[src/rtl/ro_meas_pkg.sv]
// Shared types and default constants for the ring-oscillator frequency meter.
package ro_meas_pkg;

  typedef enum logic [1:0] {
    IDLE    = 2'd0,
    ARM     = 2'd1,
    MEASURE = 2'd2,
    DONE    = 2'd3
  } ro_meas_state_t;

  localparam int RO_CNT_W  = 16;
  localparam int RO_GATE_W = 16;
  localparam int RO_SETTLE = 4;

endpackage

[src/rtl/ro_sync_edge.sv]
// Two-flop synchroniser for the asynchronous oscillator output plus a delay
// flop; rise is high for one clk cycle per synchronised rising edge.
module ro_sync_edge (
  input  logic clk,
  input  logic rst_n,
  input  logic d,
  output logic rise
);

  logic sync1_r;
  logic sync2_r;
  logic sync3_r;

  // Synchroniser chain, free-running regardless of measurement state
  always_ff @(posedge clk or negedge rst_n) begin
    if (!rst_n) begin
      sync1_r <= 1'b0;
      sync2_r <= 1'b0;
      sync3_r <= 1'b0;
    end else begin
      sync1_r <= d;
      sync2_r <= sync1_r;
      sync3_r <= sync2_r;
    end
  end

  assign rise = sync2_r & ~sync3_r;

endmodule

[src/rtl/ro_freq_meter.sv]
// Gate-window edge counter for the ring oscillator tile: enables the
// oscillator, lets it settle, counts synchronised rising edges, reports.
module ro_freq_meter
  import ro_meas_pkg::*;
#(
  parameter int CNT_W  = RO_CNT_W,
  parameter int GATE_W = RO_GATE_W,
  parameter int SETTLE = RO_SETTLE
) (
  input  logic              clk,
  input  logic              rst_n,
  input  logic              start,
  input  logic              abort,
  input  logic [GATE_W-1:0] gate_len,
  input  logic              ro_out,
  output logic              ro_activate,
  output logic              busy,
  output logic              valid,
  output logic [CNT_W-1:0]  count,
  output logic              ovf
);

  localparam int ST_W = $clog2(SETTLE + 1);

  ro_meas_state_t    state_r;
  logic [ST_W-1:0]   settle_r;
  logic [GATE_W-1:0] gate_r;
  logic [CNT_W-1:0]  edge_cnt_r;
  logic              ovf_flag_r;

  logic              rise_s;
  logic [GATE_W-1:0] gate_eff_s;
  logic [CNT_W-1:0]  cnt_next_s;
  logic              ovf_next_s;

  ro_sync_edge u_sync (
    .clk   (clk),
    .rst_n (rst_n),
    .d     (ro_out),
    .rise  (rise_s)
  );

  // A zero gate request is stretched to a single-cycle window
  always_comb begin
    gate_eff_s = gate_len;
    if (gate_len == {GATE_W{1'b0}}) begin
      gate_eff_s = GATE_W'(1);
    end else begin
      gate_eff_s = gate_len;
    end
  end

  // Saturating edge-count update; overflow marks an edge lost at full scale
  always_comb begin
    cnt_next_s = edge_cnt_r;
    ovf_next_s = ovf_flag_r;
    if (rise_s && (edge_cnt_r != {CNT_W{1'b1}})) begin
      cnt_next_s = edge_cnt_r + CNT_W'(1);
      ovf_next_s = ovf_flag_r;
    end else if (rise_s) begin
      cnt_next_s = edge_cnt_r;
      ovf_next_s = 1'b1;
    end else begin
      cnt_next_s = edge_cnt_r;
      ovf_next_s = ovf_flag_r;
    end
  end

  // Measurement sequencer with registered outputs
  always_ff @(posedge clk or negedge rst_n) begin
    if (!rst_n) begin
      state_r     <= IDLE;
      settle_r    <= {ST_W{1'b0}};
      gate_r      <= {GATE_W{1'b0}};
      edge_cnt_r  <= {CNT_W{1'b0}};
      ovf_flag_r  <= 1'b0;
      ro_activate <= 1'b0;
      busy        <= 1'b0;
      valid       <= 1'b0;
      count       <= {CNT_W{1'b0}};
      ovf         <= 1'b0;
    end else begin
      case (state_r)
        IDLE: begin
          valid <= 1'b0;
          if (start && !abort) begin
            gate_r      <= gate_eff_s;
            settle_r    <= ST_W'(SETTLE);
            edge_cnt_r  <= {CNT_W{1'b0}};
            ovf_flag_r  <= 1'b0;
            ro_activate <= 1'b1;
            busy        <= 1'b1;
            state_r     <= ARM;
          end
        end
        ARM: begin
          // Edges seen here are startup/stale and deliberately dropped
          if (abort) begin
            ro_activate <= 1'b0;
            busy        <= 1'b0;
            state_r     <= IDLE;
          end else if (settle_r == ST_W'(1)) begin
            state_r <= MEASURE;
          end else begin
            settle_r <= settle_r - ST_W'(1);
          end
        end
        MEASURE: begin
          if (abort) begin
            ro_activate <= 1'b0;
            busy        <= 1'b0;
            state_r     <= IDLE;
          end else begin
            edge_cnt_r <= cnt_next_s;
            ovf_flag_r <= ovf_next_s;
            if (gate_r == GATE_W'(1)) begin
              // Result includes an edge arriving in this final gate cycle
              ro_activate <= 1'b0;
              valid       <= 1'b1;
              count       <= cnt_next_s;
              ovf         <= ovf_next_s;
              state_r     <= DONE;
            end else begin
              gate_r <= gate_r - GATE_W'(1);
            end
          end
        end
        DONE: begin
          valid   <= 1'b0;
          busy    <= 1'b0;
          state_r <= IDLE;
        end
        default: begin
          ro_activate <= 1'b0;
          busy        <= 1'b0;
          valid       <= 1'b0;
          state_r     <= IDLE;
        end
      endcase
    end
  end

endmodule
[config.mk]
export PLATFORM = sky130hd
export DESIGN_NAME = ro_freq_meter
export DESIGN_NICKNAME = d
export VERILOG_FILES = /design/src/rtl/ro_meas_pkg.sv /design/src/rtl/ro_sync_edge.sv /design/src/rtl/ro_freq_meter.sv
export SDC_FILE = /design/constraint.sdc
export NUM_CORES = 1
export LEC_CHECK = 0
export BUFFER_PORTS_ARGS = -buffer_cell sky130_fd_sc_hd__buf_4
export CORE_MARGIN = 2
export CORE_UTILIZATION = 50
export CTS_CLUSTER_SIZE = 12
export DETAILED_ROUTE_END_ITERATION = 7
export GPL_TIMING_DRIVEN = 0
export PLACE_DENSITY = 0.72
export SYNTH_ARGS = -nofsm -noshare
export SYNTH_HDL_FRONTEND = slang
export SYNTH_HIERARCHICAL = 1
export SYNTH_SLANG_ARGS = --single-unit
[constraint.sdc]
create_clock -name clk -period 2.1 [get_ports clk]
set_input_delay 0.42 -clock clk [delete_from_list [all_inputs] [get_ports clk]]
set_output_delay 0.42 -clock clk [all_outputs]
set_load 0.02 [all_outputs]
# Word level (Yosys, flattened, before mapping)
# Cells that the tools add are included.
# W data, S select, Z words.
[classes]
add_sub_neg = 3
eq_ne = 16
muxes = 33
bitwise_logic = 3
n_reduce_logical = 19
[op_table]
columns = ["cell", "count"]
rows = [
  ["$mux W16", 7],
  ["$pmux W16 S2", 2],
  ["$add A16 B1 Y16 const B", 1],
  ["$eq A16 B1 Y1 const B", 1],
  ["$logic_not A16 Y1", 1],
  ["$ne A16 B16 Y1 const B", 1],
  ["$sub A16 B1 Y16 const B", 1],
  ["$ne A2 B2 Y1 const B", 7],
  ["$reduce_and A3 Y1", 4],
  ["$reduce_and A4 Y1", 3],
  ["$mux W1", 10],
  ["$mux W2", 5],
  ["$mux W3", 3],
  ["$pmux W2 S4", 1],
  ["$ne A3 B3 Y1 const B", 2],
  ["$pmux W1 S3", 2],
  ["$pmux W3 S2", 1],
  ["$reduce_bool A2 Y1", 3],
  ["$eq A2 B2 Y1 const B", 2],
  ["$pmux W1 S2", 2],
  ["$reduce_or A2 Y1", 2],
  ["$eq A3 B1 Y1 const B", 1],
  ["$reduce_bool A3 Y1", 1],
  ["$sub A3 B1 Y3 const B", 1],
  ["other kinds (8)", 10],
]
[totals]
ff_bits = 61
inputBits = 21
out_inout_bits = 20
wordCells = 87

# Depth between registers and ports, before layout
[depth]
word_depth = 6
ltp_mapped = 9
ltp_nobuf = 7

# By module
# Netlist, hierarchy kept.
[modules_own_cells]
columns = ["module", "n_inst", "cells_per_inst", "area_each_um2", "seq_area_each_um2"]
rows = [
  ["ro_freq_meter", 1, 411, 3574.7, 1451.4],
  ["ro_sync_edge", 1, 4, 88.8, 75.1],
]

# Least setup slack after synthesis
# OpenSTA, ideal clock, no wires.
[synth_timing]
path_type = "reg2reg"
start = "reg state_r[0]"
end = "reg edge_cnt_r[13]"
t_arrival_ps = 1919
setup_slack_ps = 60
stages_incl_launch_ff = 9
synth_period_minus_slack_ps = 2040
path_cell_list = "dfrtp_1 inv_1 ha_1 clkbuf_1 nand2b_1 a21oi_1 clkbuf_1 o21ai_0 a22o_1"
[synth_via]
elab_chain_cells = 3
[synth_lines]
columns = ["item", "line", "rtl"]
rows = [
  ["start: declaration", "ro_freq_meter.sv:25", "ro_meas_state_t state_r;"],
  ["start signal: assignment", "ro_freq_meter.sv:72", "state_r <= IDLE;"],
  ["start signal: assignment", "ro_freq_meter.sv:93", "state_r <= ARM;"],
  ["start signal: assignment", "ro_freq_meter.sv:101", "state_r <= IDLE;"],
  ["$eq A2 B2 Y1 or $logic_not A2 Y1 (tied branches)", "ro_freq_meter.sv:83", "case (state_r)"],
  ["$ne A2 B2 Y1 (no source line) or $reduce_bool A2 Y1 (tied branches)", "--", ""],
  ["$reduce_and A3 Y1 (no source line)", "--", ""],
  ["end signal: assignment", "ro_freq_meter.sv:75", "edge_cnt_r <= {CNT_W{1'b0}};"],
  ["end signal: assignment", "ro_freq_meter.sv:89", "edge_cnt_r <= {CNT_W{1'b0}};"],
  ["end signal: assignment", "ro_freq_meter.sv:114", "edge_cnt_r <= cnt_next_s;"],
  ["end: declaration", "ro_freq_meter.sv:28", "logic [CNT_W-1:0] edge_cnt_r;"],
]
# Several ways; a longest one is shown, not always the timed one.
# A chain may end at the register's enable or synchronous reset.

# Worst setup path after layout
[layout_timing]
start = "reg gate_r[1]"
end = "reg gate_r[5]"
[layout_via]
elab_chain_cells = 4
[layout_lines]
columns = ["item", "line", "rtl"]
rows = [
  ["start: declaration", "ro_freq_meter.sv:27", "logic [GATE_W-1:0] gate_r;"],
  ["start signal: assignment", "ro_freq_meter.sv:74", "gate_r <= {GATE_W{1'b0}};"],
  ["start signal: assignment", "ro_freq_meter.sv:87", "gate_r <= gate_eff_s;"],
  ["start signal: assignment", "ro_freq_meter.sv:124", "gate_r <= gate_r - GATE_W'(1);"],
  ["$sub A16 B1 Y16", "ro_freq_meter.sv:124", ""],
  ["$mux W16", "ro_freq_meter.sv:116", "if (gate_r == GATE_W'(1)) begin"],
  ["$mux W16", "ro_freq_meter.sv:109", "if (abort) begin"],
  ["$pmux W16 S2", "ro_freq_meter.sv:83", ""],
]
# Several ways; a longest one is shown, not always the timed one. The select of a mux whose other input is x is not followed.

==> run summary <==
TritonCTS Sinks: 61
Slowest-stage cell, CP: or4b_4
CP peak stage delay: 0.49 ns
Final Non-Filler Cells: 582
count of cell types in the netlist: 71
remaining antenna violation count: 0
cts bufs inserted: 9
Final Hold Vio Count: 0
Switching Share: 38.3%
CP dominant cell by count: a21oi_1
fin crit period: 2.07 ns
Synth area leader: dfrtp_1
Setup CP Type: reg -> reg
DR WL met3: 538 µm
Synth Warn #: 6
sequential element share of the synthesized area: 41.7%
clk slew on worst S/H paths: 0.07 ns
# port buffers: 39
Worst EP arrival: 2.31 ns
Fill cells: 605
fin nets: 508
Synth Register Bits: 61
die area: 0.00803 mm²
number of synthesized flops with an enable pin: 0
Area Overhead vs Synth: 25.9%
Worst Path Max Fanout: 6
max-cap violation count: 0
number of placed instances, taps included: 553
synthesized cell area: 0.00366 mm²
Antenna Cells: 0
DRT iter0 DRCs: 269
Max VDD drop: 0.762 mV
CP endpoint kind: register
CTS tree: done
Longest Clk Path Bufs: 2
clk_lat worst skew: 0.35 ns
Net Count, Synth: 445
Synth async-reset ratio: 100%
Final period util: 98.3%
Gate power share: 35.1%
Root Driver: clkbuf_8
WHS: 0.125 ns
XOR/XNOR Fraction of Synth Area: 2.39%
fin area: 0.00461 mm²
critical path required time: 2.34 ns
Sequential cell area: 0.00153 mm²
DIE HEIGHT: 89.6 µm
share of the synthesized area in the top cell type: 41.7%
starting density of the core: 51.1%
Cell Int Power: 0.00263 W
relative slew slack: 48.0%
Syn Area/Cell: 8.83 µm²
top cells by area, synth: dfrtp_1 42%, o21ai_0 5.9%, nand2_1 5.1%, a21oi_1 3.8%, ha_1 3.1%
largest net degree at the start of global routing: 62
GR Overflow Total: 0
final routed DRC violation total: 0
gpl congestion: 0.930
layout cell share with drive strength beyond 1: 26.5%
P_sw: 0.00163 W
Rows: 31
commonest non-fill, non-tap cell in the layout: dfrtp_1
met2 wire length: 4570 µm
mux contribution to synthesized area: 1.67%
setup violators final: 0
global-route wire length before repair: 14600 µm
pwr dens: 925 mW/mm²
CTS Hold Bufs: 0
Synth Area in Adders: 3.07%
M1 WL: 4160 µm
status: complete, no violations
RSZ-0062 raised after global routing: yes
H-tree depth: 3
vias in the first global route: 3137
area fraction in compound gates after synthesis: 24.3%
Worst Tran Pin Value: 0.781 ns
Die X: 89.6 µm
DR WL/cell: 16.4 µm
GRT Total Usage: 23.8%
Final Max Slew Viols: 0
via total after detailed routing: 3450
Clock power frac: 24.6%
cell chain of the critical path: inv_2, ha_2, or4b_4, nor3_4, a31oi_4, buf_6, a21oi_1, a21oi_1
most frequent cells in the layout: 61 x dfrtp_1, 56 x buf_4, 50 x nand2_1, 41 x o21ai_0, 27 x a21oi_1
via-per-instance ratio: 5.93
synthesized instance count: 415
post-DP HPWL: 6320 µm
P_leak: 1.97 nW
Flop pwr share: 40.3%
top layer in use: met4
final setup margin: 0.0349 ns
FMAX: 0.484 GHz
Post-Synth Simple-Gate Area: 21.8%
area post-placement: 0.00408 mm²
CP Launch Type: register
core area: 0.00718 mm²
pre-CTS setup slack: -0.591 ns
Worst Clk Skew: 0.00947 ns
most frequently used flop master after synthesis: dfrtp_1
initial antenna violation count: 0
WL final: 9560 µm
Boundary Pins: 41
Hold Path Class: in -> async
combinational family with the most area after synthesis: compound AO/OA/AOI/OAI gates
multi-input logic area: 0.00214 mm²
first drt pass iteration count: 5
## cells by family (layout without fill, tap and decap cells)
family / Yosys count / count (layout)
fa+ha+maj: 9 / 9
buf+inv: 40 / 108
xor+xnor: 10 / 10
simple gates: 152 / 152
compound gates: 137 / 137
flops: 61 / 61
mux: 6 / 6
## sequential cells by signal, summed over array words and instances, names as in the netlist
name            count
ovf_flag_r          1
busy                1
u_sync/sync3_r      1
count              16
u_sync/sync1_r      1
state_r             2
valid               1
edge_cnt_r         16
ovf                 1
ro_activate         1
gate_r             16
u_sync/sync2_r      1
settle_r            3
## final timing paths
kind | start | to | slack [ns] | depth (start not counted)
worst max-delay path | gate_r[1]$_DFFE_PN0P_ | gate_r[5]$_DFFE_PN0P_ | 0.03 | 8
worst min-delay path | rst_n | count[5]$_DFFE_PN0P_ | 0.13 | 1
worst max register to register | gate_r[1]$_DFFE_PN0P_ | gate_r[5]$_DFFE_PN0P_ | 0.03 | 8
worst min register to register | u_sync/sync1_r$_DFF_PN0_ | u_sync/sync2_r$_DFF_PN0_ | 0.35 | 0
max in group asynchronous | rst_n | u_sync/sync3_r$_DFF_PN0_ | 1.44 | 1
min in group clk | ro_out | u_sync/sync1_r$_DFF_PN0_ | 0.17 | 1
## synthesized netlist by cell type (4+ instances only)
master    instances
a21oi_1          28
a22o_1            5
a22oi_1           5
a31oi_1           5
and3_1            5
buf_2             5
clkbuf_1         15
dfrtp_1          61
ha_1              9
inv_1            14
mux2i_1           5
nand2_1          50
nand2b_1          5
nand3_1          15
nand4_1           7
nor2_1           25
nor3_1           11
nor4_1            7
o21a_1            4
o21ai_0          43
o21ai_1           8
xnor2_1           8
## through the flow
| step | total power [W] | setup TNS, ns | util, % |
|---|---|---|---|
| 2_1_floorplan | 0.00256 | 0 | - |
| 3_3_place_gp | 0.00290 | -13.80 | 56.9 |
| 3_5_place_dp | 0.00295 | -15.10 | 56.9 |
| 4_1_cts | 0.00411 | 0 | 61.8 |
| 5_1_grt | 0.00450 | -0.234 | 64.3 |
| 6_report | 0.00427 | 0 | 64.3 |
## final cells by class
class,instances,area share [%]
flip-flops and latches,61,33.1
clock inverters,4,1.03
plain buffers,19,2.60
clock buffers,12,3.15
inverters,15,1.22
repair buffers,58,9.88
well taps,99,2.69
multi-input cells,314,46.3
## power by group through the flow
stage               registers [W]  clock network, W  logic [W]
floorplan                 0.00164                 0   0.000914
global placement          0.00166                 0    0.00124
detailed placement        0.00167                 0    0.00128
CTS                       0.00168           0.00105    0.00138
global route              0.00175           0.00112    0.00163
finish                    0.00172           0.00105    0.00150
## timing repair
| action | in CTS | in global routing |
|---|---|---|
| setup buffers | 8 | 11 |
| cloned | 0 | 0 |
| pin swaps | 6 | 4 |
| resized for setup | 20 | 26 |
| endpoints found under the setup margin | 51 | 48 |
## layer usage
| metal | track usage (%) | up-vias |
|---|---|---|
| li1 | - | 1653 |
| met1 | 30.4 | 1625 |
| met2 | 39.2 | 137 |
| met3 | 4.75 | 35 |
| met4 | 10.0 | 0 |
| met5 | 0 | - |
## worst max-delay path, delay by kind of cell (launching register included)
kind                     cells  cell delay, ns
AO/OA/AOI/OAI                3            0.36
buffers and inverters        2            0.24
flip-flops                   1            0.43
AND/OR/NAND/NOR              2            0.75
adder cells (fa/ha/maj)      1            0.17
No activity file was read; power rests on OpenSTA's default activity.
